**config.mk**
```make
export PLATFORM = sky130hd
export DESIGN_NAME = if_fetch
export DESIGN_NICKNAME = d
export VERILOG_FILES = /design/src/rtl/if_fetch.sv
export SDC_FILE = /design/constraint.sdc
export NUM_CORES = 1
export LEC_CHECK = 0
export BUFFER_PORTS_ARGS = -buffer_cell sky130_fd_sc_hd__buf_2
export CORE_ASPECT_RATIO = 2
export CORE_UTILIZATION = 47
export DETAILED_ROUTE_END_ITERATION = 8
export PLACE_DENSITY = 0.82
export REMOVE_ABC_BUFFERS = 1
export SETUP_SLACK_MARGIN = 0.5
export SYNTH_ARGS = -nofsm -noshare
export SYNTH_HDL_FRONTEND = slang
export SYNTH_SLANG_ARGS = --single-unit
```
**constraint.sdc**
```tcl
create_clock -name clk -period 2.6 [get_ports clk]
set_clock_uncertainty 0.2 [all_clocks]
set_input_delay 0.13 -clock clk [delete_from_list [all_inputs] [get_ports clk]]
set_output_delay 0.13 -clock clk [all_outputs]
set_load 0.02 [all_outputs]
```
**src/rtl/if_fetch.sv**
```systemverilog
// Instruction-fetch stage: owns the PC, issues sram-like fetch requests and
// presents the returned instruction to IF/ID, with branch and flush redirection.
module if_fetch #(
   parameter logic [31:0] RESET_PC = 32'hBFC0_0000
) (
   input  logic        clk,
   input  logic        rst,
   input  logic [5:0]  stall,
   input  logic        flush,
   input  logic [31:0] flush_pc,
   input  logic        branch_flag,
   input  logic [31:0] branch_target,
   output logic        inst_req,
   output logic        inst_wr,
   output logic [1:0]  inst_size,
   output logic [31:0] inst_addr,
   input  logic        inst_addr_ok,
   input  logic        inst_data_ok,
   input  logic [31:0] inst_rdata,
   output logic [31:0] if_pc,
   output logic [31:0] if_inst,
   output logic        if_adel,
   output logic        stallreq_if
);

   typedef enum logic [1:0] {
      ST_REQ  = 2'd0,
      ST_WAIT = 2'd1,
      ST_DONE = 2'd2
   } state_e;

   state_e      state_q;
   logic [31:0] pc_q;
   logic [31:0] inst_buf_q;
   logic        discard_q;
   logic [31:0] next_pc_d;
   logic        aligned;

   // Only bit 0 of the stall vector concerns the fetch stage.
   logic unused_stall;
   assign unused_stall = &{1'b0, stall[5:1]};

   assign aligned   = (pc_q[1:0] == 2'b00);
   assign next_pc_d = branch_flag ? branch_target : pc_q + 32'd4;

   assign inst_req    = (state_q == ST_REQ) & ~rst & aligned;
   assign inst_wr     = 1'b0;
   assign inst_size   = 2'b10;
   assign inst_addr   = pc_q;
   assign if_pc       = pc_q;
   assign if_inst     = (state_q == ST_DONE) ? inst_buf_q : 32'd0;
   assign if_adel     = (state_q == ST_DONE) & ~aligned;
   assign stallreq_if = (state_q != ST_DONE);

   // NOTE: sequential state uses non-blocking assignments so every register
   // samples pre-edge values, independent of statement order.
   always_ff @(posedge clk) begin
      if (rst) begin
         pc_q       <= RESET_PC;
         state_q    <= ST_REQ;
         discard_q  <= 1'b0;
         inst_buf_q <= 32'd0;
      end else if (flush) begin
         pc_q <= flush_pc;
         unique case (state_q)
            ST_REQ: begin
               // An accepted address still owes us a response, which must be dropped.
               if (aligned && inst_addr_ok) begin
                  state_q   <= ST_WAIT;
                  discard_q <= 1'b1;
               end
            end
            ST_WAIT: begin
               if (inst_data_ok) begin
                  state_q   <= ST_REQ;
                  discard_q <= 1'b0;
               end else begin
                  discard_q <= 1'b1;
               end
            end
            ST_DONE: state_q <= ST_REQ;
            default: state_q <= ST_REQ;
         endcase
      end else begin
         unique case (state_q)
            ST_REQ: begin
               if (!aligned) begin
                  inst_buf_q <= 32'd0;
                  state_q    <= ST_DONE;
               end else if (inst_addr_ok) begin
                  state_q <= ST_WAIT;
               end
            end
            ST_WAIT: begin
               if (inst_data_ok) begin
                  if (discard_q) begin
                     discard_q <= 1'b0;
                     state_q   <= ST_REQ;
                  end else begin
                     inst_buf_q <= inst_rdata;
                     state_q    <= ST_DONE;
                  end
               end
            end
            ST_DONE: begin
               if (!stall[0]) begin
                  pc_q    <= next_pc_d;
                  state_q <= ST_REQ;
               end
            end
            default: state_q <= ST_REQ;
         endcase
      end
   end

endmodule

```
# After elaboration in Yosys (flattened, before gate mapping)
# Index checks and enable logic that the tools add are counted.
# word_totals
ff_bits,67
out_inout_bits,102
input_bits,108
wordCells,57
# classes
n_eq_ne,10
add_sub_neg,1
n_reduce_logical,11
mux,25
bitwise_logic,6
# op_table
operator,count
2-to-1 mux 32 bit,8
one-hot mux 32 bit (2 select lines),1
"adder 32 x 3 -> 32 bit, second input constant",1
2-to-1 mux 2 bit,8
"!= test 2 bit, second input constant",4
AND reduction 4 bit,2
nonzero test 2 bit,4
one-hot mux 2 bit (3 select lines),1
2-to-1 mux 1 bit,5
AND reduction 5 bit,1
zero test 2 bit,2
"!= test 4 bit, second input constant",1
one-hot mux 2 bit (2 select lines),1
bitwise AND 1 bit,3
"!= test 3 x 2 -> 1 bit, second input constant",1
"!= test 3 bit, second input constant",1
NOT 1 bit,3
"== test 2 x 1 -> 1 bit, second input constant",1
"== test 2 bit, second input constant",1
"!= test 2 x 1 -> 1 bit, second input constant",1
one-hot mux 1 bit (2 select lines),1
AND reduction 2 bit,1
logical AND 1 bit,1

# Depth between registers and ports, before layout
# Gate-level depths: netlist of the first run.
# depth
ltp_word,5
depth_mapped,7
mapped_depth_nobuf,6

# Worst setup path after synthesis of the first run
# OpenSTA, ideal clock, no wires.
# synth_path
path_type,reg2reg
startpoint,"register pc_q[2], in the netlist if_pc[2]"
endpoint,"register pc_q[26], in the netlist if_pc[26]"
setup_time_ns,0.127
arrival_ns,1.781
slack_ns,0.492
required_ns,2.273
period_less_slack_ns,2.108
path_stages_with_launch,7
n_path_buf,0
cell_sequence,dfxtp_1 -> ha_1 -> nand4_1 -> nor4_4 -> a21oi_2 -> o21a_1 -> or3_1
# synth_between
elab_chain_cells,5
# synth_rtl
element,line_no,text
"start, declared",33,logic [31:0] pc_q;
"start signal, assigned",64,pc_q <= flush_pc;
"start signal, assigned",107,pc_q <= next_pc_d;
adder 32 x 3 -> 32 bit,44,assign next_pc_d = branch_flag ? branch_target : pc_q + 32'd4;
2-to-1 mux 32 bit,44,
2-to-1 mux 32 bit,106,if (!stall[0]) begin
2-to-1 mux 32 bit,85,unique case (state_q)
2-to-1 mux 32 bit,63,end else if (flush) begin
# Every way passes these cells. The select of a mux whose other input is x is not followed.
# A chain may end at the register's enable or synchronous reset.

# Worst setup path in the final report of the first run
# Same ends and word-level chain as after synthesis.

==> results of run 1 <==
-- cells by family after synthesis --
logic type / Yosys count / share of synthesized area
mux: 10 / 0.0238
buf+inv: 89 / 0.119
flops: 67 / 0.315
other cells: 2 / 0.00177
simple gates: 246 / 0.301
compound gates: 160 / 0.236
fa+ha+maj: 1 / 0.00294
-- flip-flops by register name, summed over array words and instances (netlist names) --
| register | count |
|---|---|
| if_pc | 32 |
| inst_buf_q | 32 |
| state_q | 2 |
| discard_q | 1 |
-- layout by cell type (no fill, tap or decap), types with 5 or more instances in the layout --
master and count:
and3_1 7, mux2i_1 9, nor3_1 7, inv_1 8
a21oi_1 68, nor2_1 36, nand3_1 58, clkbuf_16 9
a31oi_1 6, nand2_1 68, a22oi_1 13, o21ai_0 20
dfxtp_1 58, dlygate4sd3_1 65, and2_1 32, a211oi_1 8
dfxtp_2 9, buf_2 201, nand4_1 5, buf_4 29
-- synth_stat cells (4+ instances only) --
cell,count
nand4_1,5
o22ai_1,4
nand2_1,68
mux2i_1,9
a31oi_1,6
nor3_1,7
dfxtp_1,67
buf_4,38
buf_2,9
o21ai_1,4
nand3_1,58
a22oi_1,13
nor4b_1,4
o21a_1,4
and2_1,32
a21oi_1,68
nor2_1,38
o21ai_0,20
and3_1,7
a211oi_1,8
nor4_1,4
inv_1,8
clkbuf_1,30
-- report_power, final --
part / internal (uW) / total, uW / switching, uW
sequential: 1090 / 1170 / 78.1
clock: 963 / 1420 / 457
combinational: 382 / 951 / 568
total: 2440 / 3540 / 1100
-- final timing paths --
| kind | startpoint | to | slack, ns |
|---|---|---|---|
| worst max-delay path | if_pc[2] | if_pc[26] | 0.48 |
| worst min-delay path | flush_pc[10] | if_pc[10] | 0.02 |
| worst max register to register | if_pc[2] | if_pc[26] | 0.48 |
| worst min register to register | inst_buf_q[3] | inst_buf_q[3] | 0.25 |
-- tightest hold or removal path: stages --
cell,delay [ns]
buf_2,0.07
a22oi_1,0.07
o31ai_1,0.07
a22oi_1,0.08
nor2_1,0.08
-- layout make-up --
class | count | area (sq um)
inverter | 8 | 30.0
clock buffer | 10 | 239
multi-input combinational | 420 | 2470
sequential | 67 | 1350
fill | 661 | 2470
tap | 100 | 125
clock inverter | 6 | 111
timing repair buffer | 298 | 1920
-- layer usage --
metal	track usage	vias up
li1	-	2477
met5	0	-
met1	0.341	2495
met2	0.592	304
met3	0.0626	59
met4	0.172	0
-- metrics by stage --
| step | utilization | std cells | setup WS, ns | power, uW |
|---|---|---|---|---|
| after floorplan | - | 495 | -0.0727 | 1620 |
| after global placement | 0.590 | 824 | 0.400 | 1970 |
| after detailed placement | 0.590 | 824 | 0.369 | 2000 |
| final | 0.717 | 909 | 0.477 | 3540 |
| after CTS | 0.709 | 908 | 0.455 | 3490 |
| after global routing | 0.717 | 909 | 0.415 | 3680 |
-- what timing repair did --
item	CTS	global route
hold endpoints to repair	58	0
hold buffers	65	0
resized for setup	4	22
setup buffers	3	0
pin swaps	2	2
gates cloned	0	1
setup endpoints to repair	35	62
==> summary.md, run 1 <==
| Metric | Value |
|---|---|
| Worst path depth | 7 |
| Top-area cell type share of the netlist area | 0.315 |
| Post-layout nets | 913 |
| Final Setup Violations | 0 |
| PortBufs | 201 |
| CTS buffer count | 9 |
| Hold slack | 0.0184 ns |
| Antenna viol nets, final | 0 |
| Buf/Inv on CP | 1 |
| Vias per std cell | 5.87 |
| Routed length on met2 | 8500 um |
| Fmax | 471 MHz |
| Largest net degree at the start of global routing | 37 |
| Crit Path Max Fanout | 7 |
| CORE AREA | 8710 sq um |
| First-pass GRT wire length | 24400 um |
| Status | complete, no violations |
| Fraction of layout cells with a size suffix above 1 | 0.342 |
| Sum Neg Setup Slack | 0 ns |
| Clock Latency Late Sink | 0.34 ns |
| RSZ-0062 raised after global routing | true |
| Via count | 5335 |
| Cell area after placement | 5130 sq um |
| GRT overflow | 0 |
| Critical-path cell list | ha_2 > nand4_1 > nor4_4 > buf_4 > a21oi_2 > o21a_1 > or3_1 |
| CTS Sinks | 67 |
| Area leader, netlist | dfxtp_1 |
| Area grow syn2layout | 46.7% |
| Pleak | 0.00285 uW |
| Worst reg2reg path depth | 7 |
| # rows | 48 |
| Post-DR wirelength/cell | 17.4 um |
| CP delay by family, top | simple AND/OR/NAND/NOR gates |
| Design area | 6240 sq um |
| First-pass DRT Iterations | 5 |
| Die X-Extent | 69.3 um |
| Final period utilization | 0.816 |
| Post-DP HPWL | 10000 um |
| Final Hold Fails | 0 |
| Mapped Cells | 575 |
| Worst Hold Class | input port to flip-flop |
| Fraction of registers with async set/reset | 0 |
| Slew HR | 0.621 |
| Worst Path Arrival | 2.14 ns |
| Die span in y | 137 um |
| FF+latch count, synth | 67 |
| Max-cap violations | 0 |
| Sequential share of the synthesized area | 0.315 |
| H-tree depth | 3 |
| Main area contributors after synthesis | dfxtp_1, a21oi_1, nand3_1 |
| EDFF count, synth | 0 |
| Critical Path Start Type | flip-flop |
| M1 wire length | 5510 um |
| Antenna violations before repair | 0 |
| Total track usage | 0.322 |
| Syn Std Cell Area | 4250 sq um |
| CP Class | flip-flop to flip-flop |
| Main synth FF type | dfxtp_1 |
| # diodes | 0 |
| Die ar. | 9460 sq um |
| Critical-path top delay cell | dfxtp_2 |
| Required time of the critical path | 2.62 ns |
| Routability Congestion | 0.901 |
| Iteration-0 DRC Markers | 339 |
| Synthesized area per cell | 7.40 sq um |
| Root Driver | clkbuf_16 |
| DRC viols | 0 |
| Crit path largest cell delay | 0.40 ns |
| Slew @ Worst Pin | 0.566 ns |
| # IOs | 210 |
| Netlist cell types | 65 |
| Vias in the first global route | 5014 |
| Final Slew Violations | 0 |
| Met3 wire length | 1120 um |
| Initial Util | 0.489 |
| Cell depth of the worst hold path | 5 |
| Top Layer Used | met4 |
| CTS tree | built |
| Clock tree buffer depth | 2 |
| Drt total wl | 15800 um |
| Crit. End Element | flip-flop |
| Clock slew at reported path FFs | 0.05 ns |
| Power per Cell Area | 568 nW/um^2 |
| VDD IR max | 0.000424 V |
| Period minus WS final | 2.12 ns |
| Yosys warning total | 0 |
Note: power is estimated with default switching activity, not from simulation.
==> inputs of run 2 (changes only) <==
- clock period: 2.6 -> 2.2 ns (I/O delays scaled with it)
==> run 2 against run 1 <==
Synthesized cell count is the same; the run now fails in 5_1_grt; synthesized area is the same.
==> summary.md, run 2 <==
| Metric | Value |
|---|---|
| Status | stopped before the end (was complete, no violations) |
| Failed at | 5_1_grt |
| Tool error | [ERROR GRT-0232] Routing congestion too high. Check the congestion heatmap in the GUI. |
| Main area contributors after synthesis | dfxtp_1, a21oi_1, nand3_1 (unchanged) |
| Fraction of registers with async set/reset | 0 (unchanged) |
| EDFF count, synth | 0 (unchanged) |
| CTS Sinks | 67 (unchanged) |
| Die span in y | 137 um (unchanged) |
| GRT overflow | 16 |
| Routability Congestion | 0.912 (was 0.901) |
| Sequential share of the synthesized area | 0.315 (unchanged) |
| Mapped Cells | 575 (unchanged) |
| Synthesized area per cell | 7.40 sq um (unchanged) |
| Worst_ep kind | sequential cell input |
| Yosys warning total | 0 (unchanged) |
| Main synth FF type | dfxtp_1 (unchanged) |
| H-tree depth | 3 (unchanged) |
| Area leader, netlist | dfxtp_1 (unchanged) |
| Initial Util | 0.489 (unchanged) |
| Total track usage | 0.737 |
| Top-area cell type share of the netlist area | 0.315 (unchanged) |
| Top cells by count, synth | a21oi_1, nand2_1, dfxtp_1, nand3_1 (unchanged) |
| PortBufs | 201 (unchanged) |
| Netlist cell types | 65 (unchanged) |
| Placed Cells incl. Taps | 842 (was 824) |
| Die X-Extent | 69.3 um (unchanged) |
| Worst endpoint, post-GRT repair | inst_buf_q[1]$_SDFFE_PP0P_/D |
| Syn Std Cell Area | 4250 sq um (unchanged) |
| FF+latch count, synth | 67 (unchanged) |
| Post-DP HPWL | 10200 um (was 10000 um) |
| # IOs | 210 (unchanged) |
| # rows | 48 (unchanged) |
| Largest net degree at the start of global routing | 39 |
| CTS buffer count | 9 (unchanged) |
| Clock tree buffer depth | 2 (unchanged) |
| Root Driver | clkbuf_16 (unchanged) |
-- run 2: stage by stage --
step	setup slack, ns	area [sq um]
after floorplan	-0.473	3780
after global placement	0.210	5320
after detailed placement	0.154	5320
after CTS	0.328	7610
-- run 2: kinds of logic after synthesis --
group | Yosys count | share of synthesized area
AOI/OAI and AO/OA | 160 | 0.236
adders and majority gates | 1 | 0.00294
buffers and inverters | 89 | 0.119
DFF | 67 | 0.315
muxes | 10 | 0.0238
other | 2 | 0.00177
and+or+nand+nor | 246 | 0.301
-- run 2: timing repair --
action | 4_1_cts
gates cloned | 9
endpoints found under the hold margin | 62
gates resized for setup | 239
pin swaps | 117
setup buffers | 31
hold buffers | 74
setup endpoints to repair | 99
-- run 2: routing by layer --
metal | track usage | GRT overflow
met4 | 0.820 | 9
met2 | 0.958 | 7
met1 | 0.730 | 0
met3 | 0.489 | 0
met5 | 0.00556 | 0
==> inputs of run 3 (changes only) <==
- CORE_ASPECT_RATIO: 2 -> unset
- CORE_UTILIZATION: 47 -> 40
- PLACE_DENSITY: 0.82 -> unset
- PLACE_DENSITY_LB_ADDON: unset -> 0.15
- SETUP_SLACK_MARGIN: 0.5 -> unset
==> run 3 against run 2 <==
The flow now finishes, with violations (hold timing).
==> summary.md, run 3 (synthesis gave the netlist of run 1 again) <==
| Metric | Value |
|---|---|
| Die ar. | 11100 sq um |
| Vias per std cell | 5.35 |
| CTS buffer count | 9 (unchanged) |
| First-pass GRT wire length | 22900 um |
| VDD IR max | 0.000384 V |
| Largest net degree at the start of global routing | 72 |
| Hold slack | -0.00973 ns |
| First-pass DRT Iterations | 5 |
| Crit. End Element | flip-flop |
| CORE AREA | 10300 sq um |
| Top Layer Used | met4 |
| CTS tree | built |
| Most frequent cells in the layout | buf_2, dlygate4sd3_1, nand2_1, a21oi_1, dfxtp_1 |
| Post-DR wirelength/cell | 14.8 um |
| Total track usage | 0.256 |
| RSZ-0062 raised after global routing | false |
| PortBufs | 201 (unchanged) |
| Fill cells | 956 |
| Final Setup Violations | 0 |
| Design area | 6290 sq um |
| Clock tree buffer depth | 2 (unchanged) |
| H-tree depth | 3 (unchanged) |
| Post-layout nets | 938 |
| Via count | 5188 |
| Final Slew Violations | 0 |
| Max-cap violations | 0 |
| DRC viols | 0 |
| Finished Layout Cells | 970 |
| Final Hold Fails | 3 |
| GRT overflow | 0 |
| Antenna violations before repair | 0 |
| Fmax | 477 MHz |
| Worst Path Arrival | 2.18 ns |
| Post-DP HPWL | 9650 um (was 10200 um) |
| # IOs | 210 (unchanged) |
| # diodes | 0 |
| Drt total wl | 14400 um |
| Routability Congestion | 0.874 (was 0.912) |
| Clock slew at reported path FFs | 0.08 ns |
| Required time of the critical path | 2.29 ns |
| # rows | 37 (was 48) |
| Die X-Extent | 105 um (was 69.3 um) |
| Clock Latency Late Sink | 0.35 ns |
| Failing checks | hold timing |
| Area grow syn2layout | 47.8% |
| Iteration-0 DRC Markers | 313 |
| Crit Path Max Fanout | 7 |
| Period minus WS final | 2.10 ns |
| Power per Cell Area | 549 nW/um^2 |
| Critical Path Start Type | flip-flop |
| Routed length on met2 | 7060 um |
| Fraction of layout cells with a size suffix above 1 | 0.326 |
| Root Driver | clkbuf_8 (was clkbuf_16) |
| Pleak | 0.00288 uW |
| Cell area after placement | 5320 sq um (about the same) |
| Initial Util | 0.412 (was 0.489) |
| Die span in y | 105 um (was 137 um) |
| Final period utilization | 0.953 |
| Status | finished with violations (was stopped before the end) |
| Vias in the first global route | 4803 |
| Antenna viol nets, final | 0 |
| Worst Hold Class | input port to flip-flop |
| Placed Cells incl. Taps | 875 (was 842) |
| Met3 wire length | 847 um |
| M1 wire length | 6160 um |
| Most common cell after layout, fill and taps aside | buf_2 |
| Setup Fix Bufs, Post-CTS | 0 (was 31) |
| CTS Sinks | 67 (unchanged) |
| CP Class | flip-flop to flip-flop |
-- run 3: timing repair --
action                                 4_1_cts  5_1_grt
gates resized for setup                      0        1
hold buffers                                79        0
endpoints found under the hold margin       64        0
setup endpoints to repair                    0        1
-- run 3: per-layer routing --
layer	GRT usage	vias up
met3	0.0343	25
met4	0.0976	0
li1	-	2526
met5	0	-
met2	0.451	237
met1	0.314	2400
-- run 3: through the flow --
stage / util / total power (uW) / TNS, ns / setup slack [ns]
after floorplan: - / 1920 / -15.78 / -0.473
after global placement: 0.515 / 2390 / 0 / 0.171
after detailed placement: 0.515 / 2410 / 0 / 0.150
after CTS: 0.609 / 3460 / 0 / 0.112
after global routing: 0.609 / 3650 / 0 / 0.0106
final: 0.609 / 3460 / 0 / 0.103
-- run 3: final timing paths --
kind                     start       endpoint  slack [ns]  cells past startpoint
max                  if_pc[13]      if_pc[23]        0.10                      5
min          branch_target[28]      if_pc[28]       -0.01                      5
max reg2reg          if_pc[13]      if_pc[23]        0.10                      5
min reg2reg      inst_buf_q[3]  inst_buf_q[3]        0.25                      2
-- run 3: area by class of cell --
class	count	area (sq um)	share of cell area
clock inverter	6	40.0	0.00637
sequential	67	1340	0.213
tap	136	170	0.0271
timing repair buffer	323	2150	0.342
inverter	8	30.0	0.00478
clock buffer	10	138	0.0219
multi-input combinational	420	2420	0.385
-- run 3: critical path, cell delays in order (launching register included) --
cell and delay, ns:
dfxtp_1 0.46, nand4_4 0.18, nor3_2 0.43, nand2_1 0.18, or4_1 0.49, nand3_1 0.09
-- run 3: report_power, final --
group | switching (uW) | internal, uW
Combinational | 659 | 484
Sequential | 74.4 | 1290
Clock | 510 | 440
